### src/rtl/mdu_iter.sv
// rtl/mdu_iter.sv - multi-cycle MIPS multiply/divide unit with HI/LO registers
module mdu_iter #(
  parameter int WIDTH      = 32,
  parameter int MUL_CYCLES = 5
) (
  input  logic             clk,
  input  logic             reset,
  input  logic             start,
  input  logic [2:0]       op,
  input  logic [WIDTH-1:0] a,
  input  logic [WIDTH-1:0] b,
  input  logic             flush,
  output logic             busy,
  output logic             done,
  output logic             div_zero,
  output logic [WIDTH-1:0] hi,
  output logic [WIDTH-1:0] lo
);

  localparam int MAX_CYC = (MUL_CYCLES > WIDTH + 1) ? MUL_CYCLES : WIDTH + 1;
  localparam int CW      = $clog2(MAX_CYC + 1);
  localparam logic [CW-1:0] MUL_LAST = CW'(MUL_CYCLES - 1);
  localparam logic [CW-1:0] DIV_LAST = CW'(WIDTH);

  typedef enum logic [1:0] {IDLE, MUL, DIV} state_t;

  state_t             state, next_state;
  logic [CW-1:0]      cnt;
  logic [2*WIDTH-1:0] prod;
  logic [WIDTH-1:0]   quo, rem, dvsr;
  logic               neg_q, neg_r, b_zero;

  logic               accept, acc_mul, acc_div, wr_hi, wr_lo, last, commit;
  logic               is_signed, ge;
  logic [2*WIDTH-1:0] a_ext, b_ext, mul_prod;
  logic [WIDTH-1:0]   mag_a, mag_b, diff, quo_fix, rem_fix;
  logic [WIDTH:0]     shifted;

  assign busy = (state != IDLE);

  // Operand preparation and one restoring-division step
  always_comb begin
    is_signed = !op[0];
    a_ext     = is_signed ? {{WIDTH{a[WIDTH-1]}}, a} : {{WIDTH{1'b0}}, a};
    b_ext     = is_signed ? {{WIDTH{b[WIDTH-1]}}, b} : {{WIDTH{1'b0}}, b};
    mul_prod  = a_ext * b_ext;
    mag_a     = (is_signed && a[WIDTH-1]) ? -a : a;
    mag_b     = (is_signed && b[WIDTH-1]) ? -b : b;
    shifted   = {rem, quo[WIDTH-1]};
    ge        = (shifted >= {1'b0, dvsr});
    diff      = shifted[WIDTH-1:0] - dvsr;
    quo_fix   = neg_q ? -quo : quo;
    rem_fix   = neg_r ? -rem : rem;
  end

  always_comb begin
    next_state = state;
    accept     = start && (state == IDLE) && !flush;
    acc_mul    = accept && (op == 3'd0 || op == 3'd1);
    acc_div    = accept && (op == 3'd2 || op == 3'd3);
    wr_hi      = accept && (op == 3'd4);
    wr_lo      = accept && (op == 3'd5);
    last       = ((state == MUL) && (cnt == MUL_LAST)) ||
                 ((state == DIV) && (cnt == DIV_LAST));
    commit     = last && !flush;
    case (state)
      IDLE: begin
        if (acc_mul)      next_state = MUL;
        else if (acc_div) next_state = DIV;
      end
      MUL, DIV: begin
        if (flush || last) next_state = IDLE;
      end
      default: next_state = IDLE;
    endcase
  end

  always_ff @(posedge clk or negedge reset) begin
    if (!reset) state <= IDLE;
    else        state <= next_state;
  end

  always_ff @(posedge clk or negedge reset) begin
    if (!reset) begin
      cnt      <= '0;
      prod     <= '0;
      quo      <= '0;
      rem      <= '0;
      dvsr     <= '0;
      neg_q    <= 1'b0;
      neg_r    <= 1'b0;
      b_zero   <= 1'b0;
      done     <= 1'b0;
      div_zero <= 1'b0;
      hi       <= '0;
      lo       <= '0;
    end else begin
      done <= commit;
      cnt  <= (state != IDLE && next_state != IDLE) ? cnt + CW'(1) : '0;
      if (acc_mul) prod <= mul_prod;
      if (acc_div) begin
        quo      <= mag_a;
        rem      <= '0;
        dvsr     <= mag_b;
        neg_q    <= is_signed && (a[WIDTH-1] ^ b[WIDTH-1]);
        neg_r    <= is_signed && a[WIDTH-1];
        b_zero   <= (b == '0);
        div_zero <= 1'b0;
      end
      if (state == DIV && cnt < DIV_LAST) begin
        rem <= ge ? diff : shifted[WIDTH-1:0];
        quo <= {quo[WIDTH-2:0], ge};
      end
      // A zero divisor still runs the full latency but leaves HI/LO alone
      if (commit && state == MUL) begin
        {hi, lo} <= prod;
      end else if (commit && state == DIV) begin
        if (b_zero) begin
          div_zero <= 1'b1;
        end else begin
          hi <= rem_fix;
          lo <= quo_fix;
        end
      end
      if (wr_hi) hi <= a;
      if (wr_lo) lo <= a;
    end
  end

endmodule

### config.mk
export PLATFORM = sky130hd
export DESIGN_NAME = mdu_iter
export DESIGN_NICKNAME = d
export VERILOG_FILES = /design/src/rtl/mdu_iter.sv
export SDC_FILE = /design/constraint.sdc
export NUM_CORES = 2
export LEC_CHECK = 0
export ABC_AREA = 0
export BUFFER_PORTS_ARGS = -buffer_cell sky130_fd_sc_hd__buf_2
export CORE_ASPECT_RATIO = 0.8
export CORE_UTILIZATION = 55
export CTS_CLUSTER_DIAMETER = 150
export DETAILED_ROUTE_END_ITERATION = 6
export GPL_ROUTABILITY_DRIVEN = 0
export PLACE_DENSITY = 0.69
export SYNTH_ARGS = -nofsm -noshare
export SYNTH_HDL_FRONTEND = slang
export SYNTH_SLANG_ARGS = --single-unit
### constraint.sdc
create_clock -name clk -period 5.5 [get_ports clk]
set_input_delay 0.55 -clock clk [delete_from_list [all_inputs] [get_ports clk]]
set_output_delay 0.55 -clock clk [all_outputs]
set_load 0.02 [all_outputs]
======== Yosys cells after proc, flatten, opt, wreduce, memory -nomap -nowiden ========
Index checks and enable logic that the tools add are counted.
cells by class
  add/subtract/negate cells ............... 6
  $mul .................................... 1
  div/mod/pow operators ................... 0
  order comparisons ....................... 2
  equality and inequality tests ........... 11
  shifts and indexed selects .............. 0
  muxes and demuxes ....................... 28
  bitwise operators ....................... 1
  reductions and logical operators ........ 33
operators by type and width
  kind                                                count
  two-way mux 32 bit                                  17
  two-way mux 64 bit                                  2
  negator 32 bit                                      4
  multiplier 64 x 64 -> 64 bit                        1
  greater-or-equal comparator 33 x 32 -> 1 bit        1
  logical NOT 32 bit                                  1
  subtractor 32 bit                                   1
  logical AND 1 bit                                   16
  adder 6 x 1 -> 6 bit (second input constant)        1
  == test 3 x 2 -> 1 bit (second input constant)      2
  == test 3 bit (second input constant)               2
  == test 6 x 3 -> 1 bit (second input constant)      1
  == test 6 bit (second input constant)               1
  less-than comparator 6 bit (second input constant)  1
  two-way mux 2 bit                                   3
  two-way mux 6 bit                                   1
  != test 3 x 1 -> 1 bit (second input constant)      2
  nonzero test 2 bit                                  3
  nonzero test 3 bit                                  2
  logical OR 1 bit                                    4
  two-way mux 1 bit                                   4
  one-hot mux 2 bit (2 select lines)                  1
  AND reduction 2 bit                                 2
  == test 3 x 1 -> 1 bit (second input constant)      1
  other kinds (7)                                     8
word-level totals
  register bits ........................... 237
  latch bits .............................. 0
  RAM bits ................................ 0
  ROM bits ................................ 0
  bits of input ports ..................... 71
  logic and storage cells ................. 95
  memories kept ........................... 0

======== Depth between registers and ports, before layout ========
  depth after elaboration ................. 10
  depth in mapped cells ................... 36
  depth with buffers taken out ............ 33

======== Least setup slack after synthesis ========
Ideal clock, no wire load.
  path type ............................... input -> register
  start ................................... input a[31]
  end ..................................... register prod[61]
  setup time .............................. 137 ps
  arrival time ............................ 9764 ps
  required time ........................... 5363 ps
  path slack .............................. -4401 ps
  stages .................................. 34
  path through ............................ inv_1 > nor2_1 > clkbuf_1 > clkbuf_1 > clkbuf_1 > clkbuf_1 > nand2_1 > fa_1 > inv_1 > fa_1 > fa_1 > inv_1 > fa_1 > inv_1 > fa_1 > fa_1 > fa_1 > fa_1 > fa_1 > inv_1 > fa_1 > inv_1 > ha_1 > clkbuf_1 > a21o_1 > a21o_1 > a21o_1 > a21o_1 > a21o_1 > a21o_1 > a21o_1 > a31oi_1 > xor2_1 > o21ai_0
on the way
  word-level cells in the longest chain between the ends .. 2
ends and longest elaborated chain
  element                       RTL line  source
  start, declared               10        input logic [WIDTH-1:0] a,
  two-way mux 64 bit            44        a_ext = is_signed ? {{WIDTH{a[WIDTH-1]}}, a} : {{WIDTH{1'b0}}, a};
  multiplier 64 x 64 -> 64 bit  46        mul_prod = a_ext * b_ext;
  end signal, assigned          100       if (acc_mul) prod <= mul_prod;
  end, declared                 29        logic [2*WIDTH-1:0] prod;
Every way passes these cells.
A chain may end at the register's enable or synchronous reset.

======== Worst setup path after layout ========
  start ................................... input a[31]
  end ..................................... register prod[56]
The elaborated chain is that of the path after synthesis.

==> out/qor.csv <==
metric,value,unit
io_pins,138,
reg2reg_slack,1.65,ns
reg2reg_depth,11,
r2r_end,rem[23],
initial_utilization,0.554,
violations,"DRC, hold timing, setup timing",
grt_pass1_wl,320,mm
yosysTopAreaCell,fa_1,
synth_top_flop_cell,dfrtp_1,
synthCells,6843,
cts_inserted_buffers,27,
crit_type,input pin to register,
postCtsHoldBufs,0,
cp-end-kind,register,
hpwl,178,mm
layout_setup_ws,-2.92,ns
num_rows,110,
dr_total_vias,51200,
synth.top_cells.by_count,"1586 x inv_1, 1420 x fa_1, 754 x nand2_1, 593 x and2_1, 351 x ha_1",
hold_path_class,input pin to asynchronous set/reset pin,
htreeDepth,1,
finalHoldViolCount,2,
coreArea,0.112,mm^2
fp.dieArea,0.115,mm^2
clock_sinks,237,
grt_max_degree,169,
crit_path_top_delay_cell,fa_2,
grt_antenna_before_repair,13,
slew_violations,0,
max_freq,119,MHz
hold-worst-slack,-0.0149,ns
cts_tree,done,
synth_edf_count,0,
async_flop_share,1.00,
required,6.00,ns
clk_pin_slew,0.07,ns
dr.pass1.iters,7,
drt_wl_total,215,mm
drt_iter0_drc,5589,
numPortBuffers,137,
drc,2,
root_buffer,clkbuf_16,
critPathMostFrequentCell,fa_1,
cts_buffer_depth,3,
drv_cap,0,
rsz0062_at_grt,yes,
clk_latency,0.58,ns
via_per_inst,5.68,
synth.area.top_cells,"fa_1 46%, inv_1 9.5%, dfrtp_1 9.5%",
tightestPinTransition,1.08,ns
drive_above_1_share,0.195,
wl_per_cell,23.8,um
synth.avg_cell_area,9.11,um^2
die_w,378,um
skew,0.0264,ns
mappedNetlistNets,8685,
period_minus_slack,8.42,ns
slew_headroom,0.280,
ys_seq_area_frac,0.0951,
yosysMostFrequentCell,inv_1,
status,"complete, but fails checks",
area_delta_synth_final,19.4,%
ant_nets,0,
die_h,303,um
start_kind,input pin,
synth-seq-cells,237,
synth_cell_types,82,
grt_pass1_vias,52500,
synth_area,0.0623,mm^2
setup_viol,55,
path_max_fanout,12,
critPathMaxStageDelay,0.61,ns
critPathArrivalTime,8.92,ns
worstReg2RegStart,rem[0],
finalCritPeriodShare,1.53,
grt_usage,0.375,
num-nets-final,9324,
overflow,0,
yosysTopAreaCellShare,0.456,
yosysWarnings,0,
## worst max path at each step
stage	end	slack [ns]	cells past startpoint	from
finish	prod[56]	-2.92	29	a[31]
global placement	prod[62]	-3.52	25	a[20]
floorplan	prod[61]	-3.52	34	a[31]
CTS	prod[56]	-2.90	29	a[31]
detailed placement	prod[60]	-3.66	32	a[31]
global route	prod[56]	-3.15	29	a[31]
## sequential cells by signal, indices dropped and copies added, names as in the netlist
signal and flops:
b_zero 1, cnt 6, div_zero 1, done 1, dvsr 32, hi 32, lo 32, neg_q 1
neg_r 1, prod 64, quo 32, rem 32, state 2
## placed cells by master, fill, tap and decap left out, drive strengths merged, types with 14 or more instances in the layout
master and instances:
a211oi 77, a21o 53, a21oi 219, a31oi 25, and2 594, and3 22, buf 994, clkbuf 40
dfrtp 237, fa 1420, ha 351, inv 1586, mux2i 14, nand2 754, nand2b 23, nand3 47
nor2 179, nor2b 17, nor3 41, o21a 17, o21ai 304, o31ai 32, o41ai 22, or3 18
or4 17, xnor2 131, xor2 127
## worst max-delay path, delay by kind of cell
family | cells | cell delay [ns]
adders and majority gates | 11 | 5.37
and+or+nand+nor | 6 | 1.48
AOI/OAI and AO/OA | 3 | 0.70
buffers and inverters | 8 | 0.67
xor gates and xnor gates | 1 | 0.14
## final cells by class
| type | instances | area (um^2) |
|---|---|---|
| Multi-Input combinational cell | 4631 | 51100 |
| Inverter | 1587 | 5960 |
| Clock buffer | 37 | 753 |
| Clock inverter | 10 | 101 |
| Sequential cell | 237 | 5930 |
| Fill cell | 8774 | 38000 |
| Tap cell | 1512 | 1890 |
| Antenna cell | 4 | 10.0 |
| Timing Repair Buffer | 998 | 8650 |
## metal layers
| metal | vias to the layer above | GRT usage | part of all wire |
|---|---|---|---|
| met4 | 20 | 0.112 | 0.036 |
| met3 | 461 | 0.153 | 0.16 |
| met1 | 25800 | 0.542 | 0.40 |
| met2 | 3247 | 0.514 | 0.40 |
| met5 | - | 0.00943 | 0.0011 |
| li1 | 21600 | - | - |
## metrics by stage
stage	cells	area [um^2]	setup TNS (ns)	utilization	worst slack (ns)
4_1_cts	8974	73000	-119.31	0.649	-2.90
5_1_grt	9012	74400	-133.92	0.662	-3.15
6_report	9016	74400	-124.76	0.662	-2.92
3_5_place_dp	8897	71000	-167.03	0.632	-3.66
3_3_place_gp	8897	71000	-162.33	0.632	-3.52
2_1_floorplan	6843	63800	-116.12	-	-3.52
## cells by family (layout without fill, tap and decap cells)
family	Yosys count	count (layout)	synth area share
AO/OA/AOI/OAI	822	822	0.0808
XOR/XNOR	258	258	0.0362
adder cells (fa/ha/maj)	1772	1772	0.527
buffers and inverters	1975	2632	0.119
flip-flops	237	237	0.0951
multiplexers	18	18	0.00297
other	0	4	0
AND/OR/NAND/NOR	1761	1761	0.139
## what timing repair did
item                       4_1_cts  5_1_grt
gates resized for setup        218      264
buffers inserted                29       46
pin swaps                       98      148
cloned                           2        1
setup endpoints to repair       56       56
Power is left out: the tool's default activity adds up to more than one toggle a clock period on the data nets, which glitch-free logic cannot reach.
